`src/rtl/uart_rx.sv`:
```
// Purpose:      8N1 UART receiver that samples each bit at its mid-point, LSB first.
// Latency:      rx_valid/frame_err rise 1 clk after the stop-bit sample (~2 + HALF_BIT + 9*CLKS_PER_BIT clk from the start edge).
// Backpressure: none. rx_data holds until the next good frame, and an unread byte is overwritten.
//
// Ports:
//   clk        system clock, posedge
//   rst        asynchronous active-high reset
//   rxd        serial input, asynchronous to clk, idle high
//   rx_data    last correctly framed byte (bit 0 = first data bit on the line)
//   rx_valid   one-cycle strobe; rx_data is new in the same cycle
//   frame_err  one-cycle strobe when the stop bit samples low
//   busy       high whenever the receiver is not idle
module uart_rx #(
  parameter int unsigned CLKS_PER_BIT = 5208,
  parameter int unsigned HALF_BIT     = CLKS_PER_BIT / 2
) (
  input  logic       clk,
  input  logic       rst,
  input  logic       rxd,
  output logic [7:0] rx_data,
  output logic       rx_valid,
  output logic       frame_err,
  output logic       busy
);

  localparam logic [15:0] BIT_LAST  = 16'(CLKS_PER_BIT - 1);
  localparam logic [15:0] HALF_LAST = 16'(HALF_BIT - 1);

  typedef enum logic [1:0] {
    IDLE  = 2'd0,
    START = 2'd1,
    DATA  = 2'd2,
    STOP  = 2'd3
  } state_t;

  state_t      state, state_nxt;
  logic [15:0] cnt, cnt_nxt;
  logic [2:0]  bit_idx, bit_idx_nxt;
  logic [7:0]  shift, shift_nxt;
  logic [7:0]  data_nxt;
  logic        vld_nxt, ferr_nxt;

  // Two-flop synchroniser plus one delay flop for edge detection. The flops
  // reset high so that a line that is low out of reset is not taken as an edge.
  logic rxd_m, rxd_s, rxd_s_d;

  always_ff @(posedge clk or posedge rst) begin
    if (rst) begin
      rxd_m   <= 1'b1;
      rxd_s   <= 1'b1;
      rxd_s_d <= 1'b1;
    end else begin
      rxd_m   <= rxd;
      rxd_s   <= rxd_m;
      rxd_s_d <= rxd_s;
    end
  end

  // Only a genuine high-to-low transition starts a frame. A stuck-low line,
  // including one that stays low after a framing error, never re-triggers.
  logic start_edge;
  assign start_edge = rxd_s_d & ~rxd_s;

  always_ff @(posedge clk or posedge rst) begin
    if (rst) begin
      state     <= IDLE;
      cnt       <= 16'd0;
      bit_idx   <= 3'd0;
      shift     <= 8'h00;
      rx_data   <= 8'h00;
      rx_valid  <= 1'b0;
      frame_err <= 1'b0;
    end else begin
      state     <= state_nxt;
      cnt       <= cnt_nxt;
      bit_idx   <= bit_idx_nxt;
      shift     <= shift_nxt;
      rx_data   <= data_nxt;
      rx_valid  <= vld_nxt;
      frame_err <= ferr_nxt;
    end
  end

  always_comb begin
    state_nxt   = state;
    cnt_nxt     = cnt;
    bit_idx_nxt = bit_idx;
    shift_nxt   = shift;
    data_nxt    = rx_data;
    vld_nxt     = 1'b0;
    ferr_nxt    = 1'b0;

    case (state)
      IDLE: begin
        if (start_edge) begin
          state_nxt = START;
          cnt_nxt   = 16'd0;
        end
      end

      // Half a bit into the start bit. If the line is still low, the start
      // bit is real. If it is high, it was a glitch and is dropped silently.
      START: begin
        if (cnt == HALF_LAST) begin
          cnt_nxt = 16'd0;
          if (!rxd_s) begin
            state_nxt   = DATA;
            bit_idx_nxt = 3'd0;
          end else begin
            state_nxt = IDLE;
          end
        end else begin
          cnt_nxt = cnt + 16'd1;
        end
      end

      // Each counter wrap is one full bit later, which lands at mid-bit.
      DATA: begin
        if (cnt == BIT_LAST) begin
          cnt_nxt     = 16'd0;
          shift_nxt   = {rxd_s, shift[7:1]};
          bit_idx_nxt = bit_idx + 3'd1;
          if (bit_idx == 3'd7) begin
            state_nxt = STOP;
          end
        end else begin
          cnt_nxt = cnt + 16'd1;
        end
      end

      // Returning to IDLE at mid-stop leaves half a bit of slack before a
      // back-to-back start bit can arrive.
      STOP: begin
        if (cnt == BIT_LAST) begin
          cnt_nxt   = 16'd0;
          state_nxt = IDLE;
          if (rxd_s) begin
            data_nxt = shift;
            vld_nxt  = 1'b1;
          end else begin
            ferr_nxt = 1'b1;
          end
        end else begin
          cnt_nxt = cnt + 16'd1;
        end
      end

      default: begin
        state_nxt = IDLE;
        cnt_nxt   = 16'd0;
      end
    endcase
  end

  assign busy = (state != IDLE);

endmodule

```
`config.mk`:
```
export PLATFORM = sky130hd
export DESIGN_NAME = uart_rx
export DESIGN_NICKNAME = d
export VERILOG_FILES = /design/src/rtl/uart_rx.sv
export SDC_FILE = /design/constraint.sdc
export NUM_CORES = 1
export LEC_CHECK = 0
export ABC_AREA = 1
export CORE_AREA = 2 2 61 77
export CTS_BUF_LIST = sky130_fd_sc_hd__clkbuf_16
export DETAILED_ROUTE_END_ITERATION = 8
export DIE_AREA = 0 0 63 79
export PLACE_DENSITY = 0.73
export SLEW_MARGIN = 20
export SYNTH_ARGS = -nofsm -noshare
export SYNTH_HDL_FRONTEND = slang
export SYNTH_SLANG_ARGS = --single-unit
```
`constraint.sdc`:
```
create_clock -name clk -period 1.5 [get_ports clk]
set_input_delay 0.45 -clock clk [delete_from_list [all_inputs] [get_ports clk]]
set_output_delay 0.45 -clock clk [all_outputs]
set_load 0.03 [all_outputs]
```
; ---- Yosys cells after proc, flatten, opt, wreduce, memory -nomap -nowiden
; Index checks and enable logic that the tools add are counted.
[word_totals]
latch_bits = 0
inputBits = 3
ramBits = 0
n_memories = 0
output_inout_bits = 11
rom_bits = 0
reg_bits = 42
[op_classes]
n_eq_ne = 12
div = 0
shifts = 0
reduce_logical = 8
add_sub_neg = 2
mul = 0
n_bitwise = 2
order_cmp = 0
muxes = 21
[ops]
columns = operator, count
row1 = $mux 16, 3
row2 = $pmux 16 s3, 1
row3 = $add 16x1->16 const B, 1
row4 = $eq 16x12->1 const B, 1
row5 = $eq 16x13->1 const B, 1
row6 = $mux 2, 6
row7 = $ne 2x2->1 const B, 6
row8 = $mux 3, 3
row9 = $pmux 2 s4, 1
row10 = $mux 1, 6
row11 = $pmux 3 s2, 1
row12 = $reduce_and 5->1, 1
row13 = $eq 2x2->1 const B, 2
row14 = $reduce_and 4->1, 1
row15 = $reduce_bool 2->1, 2
row16 = $add 3x1->3 const B, 1
row17 = $eq 3x3->1 const B, 1
row18 = $reduce_and 3->1, 1
row19 = $eq 2x1->1 const B, 1
row20 = $logic_not 2->1, 1
row21 = $reduce_and 2->1, 1
row22 = $reduce_or 2->1, 1
row23 = $and 1x1->1, 1
row24 = $not 1->1, 1

; ---- Longest topological paths before layout
; Gate-level depths: netlist of run 1.
[depth]
depth_word = 4
mapped_depth = 12
ltp_nobuf = 12

; ---- Least setup slack after synthesis of run 1
; Ideal clock, no wire load.
[synth_timing]
kind = flip-flop to flip-flop
start = register cnt[0]
end = register rx_data[0]
setup_slack_ps = 54
arrival_ps = 1328
synth_period_minus_slack_ps = 1446
required_time_ps = 1382
setup_ps = 118
stages_incl_launch_ff = 7
cell_sequence = dfrtp_1 ha_1 nand2_1 nor4_1 nand3_2 nand2_1 nand2_1
[synth_via]
elab_chain_cells = 2
[synth_rtl]
columns = element, line
row1 = start: declaration, 37  ; logic [15:0] cnt, cnt_nxt;
row2 = start signal: assignment, 75  ; cnt <= cnt_nxt;
row3 = $eq 16x13->1, 134  ; if (cnt == BIT_LAST) begin
row4 = $reduce_and 3->1 (no line), n/a
row5 = end signal: assignment, 78  ; rx_data <= data_nxt;
row6 = end: declaration, 20  ; output logic [7:0] rx_data,
; Every way passes these cells.
; A chain may end at the register's enable or synchronous reset.

; ---- Worst setup path in the final report of run 1
[layout_timing]
start = register cnt[1]
end = register rx_data[6]
; Same word-level chain as after synthesis.

==> results of run 1 <==
## worst min path at each step
| stage | start | end | slack [ps] |
|---|---|---|---|
| finish | rxd_m | rxd_s | 360 |
| floorplan | rxd_m | rxd_s | 350 |
| detailed placement | rxd_m | rxd_s | 350 |
| global route | rxd_m | rxd_s | 360 |
| global placement | rxd_m | rxd_s | 350 |
| CTS | rxd_m | rxd_s | 360 |
## synth_stat cells
| library cell | instances | area share, % |
|---|---|---|
| o21a_1 | 3 | 1.0 |
| clkinv_2 | 1 | 0.23 |
| o22ai_1 | 8 | 2.3 |
| o21ai_2 | 1 | 0.40 |
| clkbuf_1 | 1 | 0.17 |
| nor2_2 | 6 | 1.7 |
| nor3_1 | 6 | 1.4 |
| ha_1 | 3 | 1.7 |
| nand3_2 | 2 | 0.93 |
| nand3_1 | 22 | 5.1 |
| nor4_1 | 1 | 0.29 |
| a31o_1 | 1 | 0.40 |
| a21oi_2 | 1 | 0.40 |
| nand2_4 | 2 | 1.0 |
| dfstp_2 | 3 | 3.6 |
| xor2_1 | 6 | 2.4 |
| clkinv_1 | 2 | 0.35 |
| nor4_2 | 1 | 0.58 |
| a21oi_1 | 2 | 0.46 |
| nor2_4 | 2 | 1.0 |
| nand2_2 | 6 | 1.7 |
| nor2_1 | 18 | 3.1 |
| o21ai_1 | 7 | 1.6 |
| dfrtp_1 | 39 | 45 |
| nand2_1 | 79 | 14 |
| inv_1 | 20 | 3.5 |
| buf_2 | 1 | 0.23 |
| nand4_1 | 3 | 0.87 |
| a21boi_1 | 1 | 0.35 |
| o21ai_0 | 7 | 1.6 |
| nor3_4 | 1 | 0.75 |
| inv_2 | 10 | 1.7 |
## through the flow
stage | hold WS, ps | std cells
2_1_floorplan | 345 | 266
4_1_cts | 357 | 368
3_5_place_dp | 348 | 357
6_report | 357 | 372
5_1_grt | 364 | 372
3_3_place_gp | 347 | 357
## cell families (layout without fill, tap and decap cells)
family | after synthesis | after routing | synth area share, %
fa+ha+maj | 3 | 3 | 1.74
simple gates | 149 | 149 | 32.3
buf+inv | 35 | 83 | 6.19
flops | 42 | 42 | 48.8
compound gates | 31 | 31 | 8.62
xor+xnor | 6 | 6 | 2.43
## power by group through the flow
stage	Combinational (mW)	Clock [mW]	Sequential [mW]
2_1_floorplan	0.695	0	1.33
3_3_place_gp	0.943	0	1.36
4_1_cts	1.10	1.07	1.34
6_report	1.27	1.05	1.38
5_1_grt	1.40	1.13	1.39
3_5_place_dp	0.956	0	1.37
## cell type report
| cell class | count | area, µm² | share of cell area (%) |
|---|---|---|---|
| multi-input cells | 189 | 1120 | 38.5 |
| flip-flops and latches | 42 | 1060 | 36.3 |
| repair buffers | 42 | 382 | 13.1 |
| inverters | 33 | 134 | 4.59 |
| clock buffers | 5 | 125 | 4.29 |
| well taps | 58 | 72.6 | 2.49 |
| clock inverters | 3 | 21.3 | 0.729 |
## per-layer routing
layer	share of wire [%]	global-route usage, %	vias up	wire, µm
met5	0	0	-	0
met3	2.9	3.40	8	151
met2	53	34.9	39	2730
li1	-	-	959	-
met4	1.3	7.56	0	69
met1	42	27.1	937	2180
## placed cells by master (no fill, tap or decap), types with 2 or more instances in the layout
master           count
a21oi_1              2
buf_12               3
buf_4               25
buf_6                2
clkbuf_16            5
clkdlybuf4s15_1      3
clkdlybuf4s50_1      2
clkinv_1             2
dfrtp_1             34
dfrtp_2              5
dfstp_2              3
dlygate4sd2_1        7
ha_1                 2
inv_1               16
inv_2               12
inv_4                2
nand2_1             75
nand2_2              9
nand2_4              3
nand3_1             18
nand3_2              4
nand3_4              2
nand4_1              3
nor2_1              16
nor2_2               3
nor2_4               7
nor3_1               3
nor3_2               2
nor3_4               2
o21a_1               3
o21ai_0              5
o21ai_1              9
o22ai_1              6
o22ai_2              2
xor2_1               6
## state kept, by name, indices dropped and copies added (netlist names), named ones only
name       count
shift          8
cnt           16
rxd_s          1
rxd_m          1
state          1
bit_idx        3
rxd_s_d        1
frame_err      1
rx_data        8
rx_valid       1
## critical path: stages, from the launching register on
cell and delay, ps:
dfrtp_1 410, ha_4 180, buf_6 110, buf_12 90
inv_4 30, nor3_4 150, nand3_4 130, nor3_4 170
buf_12 140, nand2_1 60, nand2_1 60
## timing repair
item | 4_1_cts | 5_1_grt
pin swaps | 20 | 24
buffers inserted | 3 | 4
cloned | 0 | 0
resized for setup | 31 | 28
endpoints found under the setup margin | 39 | 41
==> impl_metrics.toml, run 1 <==
[power]
ir_worst_vdd_uv = 1050
power_density_mw_per_mm2 = 1270
switching_share_pct = 36.6
p_leak_nw = 1.43
p_int_mw = 2.35
pwr-share-clk_pct = 28.3
sequentialPowerShare_pct = 37.2
p_switching_mw = 1.35
power_mw = 3.70
pwr-share-comb_pct = 34.4

[routing]
drt-pass1-iter-count = 4
num_vias = 1943
drc_errors = 0
wirelength_um = 5130
postRouteAntennaNets = 0
drt_iter0_drc = 159
wl_per_cell_um = 13.8
drt-vias-per-instance = 5.22

[timing]
relSlewSlack_pct = 71.7
setup_viol = 27
tightest_slew_ps = 422
drv_slew = 0
fin_worst_skew_ps = 3.47
rsz0062_at_grt = "yes"
finalHoldViolCount = 0
period_minus_slack_ps = 1590
fmax_mhz = 631
setup_tns_ps = -1150
setup_ws_ps = -85.6
post-route-period-util_pct = 106

[outcome]
status = "finished with violations"
violations = "setup timing"

[finish]
nNetsFinal = 319
antenna_cells = 0
layout-area-overhead-vs-synth_pct = 34.9
fin_util_pct = 68.0
n_fill_cell = 342
stdcell_area_mm2 = 0.00292
drive_above_1_share_pct = 31.8

[logic_synthesis]
ys_seq_area_share_pct = 48.8
syn_avg_cell_area_um2 = 8.13
postSynthCellCount = 266
synth-seq-cells = 42
ys_warn_count = 0
syn_nets = 272
ys_types = 32
syn_area_mm2 = 0.00216

[setup_path]
endpoint_kind = "register"
critical_path_class = "register to register"
endpoint = "rx_data[6]"
rr_worst_depth = 10
r2r-end = "rx_data[6]"
start_kind = "register"
reg2reg_slack_ps = -90
cp.required_ps = 1720
cp.arrival_ps = 1810
crit_start = "cnt[1]"
r2r_start = "cnt[1]"
critPathMaxFanout = 8

[global_routing]
grt.overflow.total = 0
grtUsageTotal_pct = 20.8
grt_max_degree = 43
grt_pass1_vias = 1798
grt_antenna_before_repair = 0
grt_pass1_wl_um = 8270

[floorplan]
die-area_mm2 = 0.00498
core_area_mm2 = 0.00429
ioPinCount = 14
rows = 27
initial_core_util_pct = 50.4
die_width_um = 63
dieHeight_um = 79

[place]
dp_hpwl_um = 3260
gp_congestion = 0.881
placed_area_mm2 = 0.00253
pre_cts_slack_ps = -105
port_buffers = 13

[worst_hold_path]
min_path_cells = 0
holdCritPathClass = "register to register"

[clock_tree]
clkLatencyLatePin_ps = 280
clock_path_buffers = 2
cts_inserted_buffers = 5
clock-sinks = 42
htreeDepth = 2
cts_tree = "done"
path_clk_slew_ps = 60
cts-root-buf = "clkbuf_16"
ctsHoldBuffers = 0

[job]
max_cap_viol_count = 0
(Power assumes the default switching activity.)
==> run 2, diff against run 1 <==
Settings changed: REMOVE_ABC_BUFFERS from default to 1.
==> run 2 against run 1 <==
Against the previous run: the run still ends with setup timing left; total power shrank 0.46%; count of clock-buffer cells in the layout is the same; sequential cell count is the same; worst hold slack gained 2.8 ps; sequential power is essentially flat; combinational power is essentially flat; sequential share of layout area shrank 0.066 points; maximum frequency grew 3.0%; core utilization grew 0.20 points; die area is the same; largest power group unchanged.
==> impl_metrics.toml, run 2 (synthesis results as in run 1) <==
[routing]
drt-vias-per-instance = 5.28
drc_errors = 0
postRouteAntennaNets = 0
wl_per_cell_um = 12.9
num_vias = 1974
wirelength_um = 4840
drt-pass1-iter-count = 4
drt_iter0_drc = 160

[setup_path]
critical_path_class = "register to register"
r2r-end = "cnt[9]"
timing.critical_path.mode_cell = "nand2_4"
reg2reg_slack_ps = -40
start_kind = "register"
cp_slowest_cell = "dfrtp_1"
cp.arrival_ps = 1740
endpoint = "cnt[9]"
r2r_start = "cnt[1]"
critPathMaxFanout = 10
cp.required_ps = 1700
crit_start = "cnt[1]"
endpoint_kind = "register"
rr_worst_depth = 10
cp_slowest_stage_delay_ps = 410
path_cells = "ha_4, nand2_4, inv_2, nand2_2, nor2_4, nand2_4, nand2_2, nand2_4, o21ai_1, a21boi_1"

[floorplan]
rows = 27
initial_core_util_pct = 50.4
ioPinCount = 14
die_width_um = 63
core_area_mm2 = 0.00429
die-area_mm2 = 0.00498
dieHeight_um = 79

[power]
switching_share_pct = 36.9
pwr-share-clk_pct = 29.4
p_leak_nw = 1.41
power_density_mw_per_mm2 = 1260
sequentialPowerShare_pct = 37.1
p_int_mw = 2.32
ir_worst_vdd_uv = 800
pwr-share-comb_pct = 33.5
p_switching_mw = 1.36

[outcome]
status = "finished with violations"
violations = "setup timing"

[timing]
rsz0062_at_grt = "yes"
fin_worst_skew_ps = 4.39
relSlewSlack_pct = 73.4
setup_ws_ps = -40.1
setup_viol = 10
tightest_slew_ps = 396
fmax_mhz = 649
finalHoldViolCount = 0
period_minus_slack_ps = 1540
holdWs_ps = 359
post-route-period-util_pct = 103
drv_slew = 0

[finish]
final_cell_mix = "nand2_1, dfrtp_1, buf_4"
drive_above_1_share_pct = 34.5
final_common_cell = "nand2_1"
layout-area-overhead-vs-synth_pct = 35.3
nNetsFinal = 321
n_fill_cell = 328
max_flop_register = "cnt"
top_regs = "cnt (16), rx_data (8), shift (8)"
antenna_cells = 0
largest_register_ffs = 16
fin_util_pct = 68.2

[clock_tree]
clock_path_buffers = 2
cts-root-buf = "clkbuf_16"
ctsHoldBuffers = 0
path_clk_slew_ps = 60
htreeDepth = 2
clkLatencyLatePin_ps = 280
cts_inserted_buffers = 5
cts_tree = "done"
clock-sinks = 42

[place]
dp_hpwl_um = 3220
gp_congestion = 0.846
port_buffers = 13

[global_routing]
grt_pass1_vias = 1919
grtUsageTotal_pct = 21.0
grt_pass1_wl_um = 8310
grt_max_degree = 43
grt_antenna_before_repair = 0
grt.overflow.total = 0

[worst_hold_path]
holdCritPathClass = "register to register"

[job]
max_cap_viol_count = 0
==> run 2: cell types whose count changed in the layout (fill, tap and decap cells not counted), sizes merged <==
| cell | delta |
|---|---|
| dlygate4sd2 | -4 |
| clkdlybuf4s15 | +3 |
| buf | +2 |
| clkbuf | +1 |
| clkinv | -1 |
| clkinvlp | +1 |
==> run 2: through the flow <==
step | cells | worst slack, ps | TNS (ps) | total power [mW] | instance area (µm²)
2_1_floorplan | 264 | 54.2 | 0 | 2.01 | 2150
3_3_place_gp | 356 | -71.1 | -427 | 2.28 | 2520
3_5_place_dp | 356 | -83.2 | -635 | 2.30 | 2520
4_1_cts | 372 | -14.9 | -70.1 | 3.52 | 2790
5_1_grt | 374 | -109 | -2200 | 3.86 | 2930
6_report | 374 | -40.1 | -108 | 3.69 | 2930
==> run 2: area by class of cell <==
cell class,instances,area [µm²],area share [%]
multi-input cells,189,1130,38.5
repair buffers,44,379,12.9
clock buffers,5,125,4.27
flip-flops and latches,42,1060,36.3
clock inverters,3,23.8,0.812
inverters,33,136,4.66
well taps,58,72.6,2.48
==> run 2: worst min-delay path by stage <==
stage | from | endpoint | slack (ps) | cells after the start
6_report | rxd_m | rxd_s | 360 | 0
5_1_grt | rxd_m | rxd_s | 370 | 0
4_1_cts | rxd_m | rxd_s | 360 | 0
3_5_place_dp | rxd_m | rxd_s | 350 | 0
3_3_place_gp | rxd_m | rxd_s | 350 | 0
2_1_floorplan | rxd_m | rxd_s | 350 | 0
==> run 2: power by group through the flow <==
stage                     registers [mW]  logic, mW  clock network [mW]
after global routing                1.38       1.34                1.14
after floorplan                     1.35      0.658                   0
after global placement              1.37      0.917                   0
after detailed placement            1.37      0.926                   0
final                               1.37       1.24                1.08
after CTS                           1.35       1.06                1.10
==> run 2: per-layer routing <==
| layer | routed length (µm) | track usage (%) |
|---|---|---|
| met1 | 2130 | 26.5 |
| met4 | 114 | 10.7 |
| met2 | 2420 | 35.6 |
| met5 | 0 | 0 |
| met3 | 180 | 2.41 |
==> run 2: critical path, delay by kind of cell, from the launching register on <==
family          cells  cell delay (ps)
compound gates      2              230
fa+ha+maj           1              190
buf+inv             1               40
flops               1              410
simple gates        6              590
==> run 2: timing repair <==
| item | CTS | global route |
|---|---|---|
| setup buffers | 8 | 2 |
| pin swaps | 16 | 21 |
| gates resized for setup | 33 | 39 |
| setup endpoints to repair | 33 | 45 |
| hold endpoints to repair | 0 | 0 |
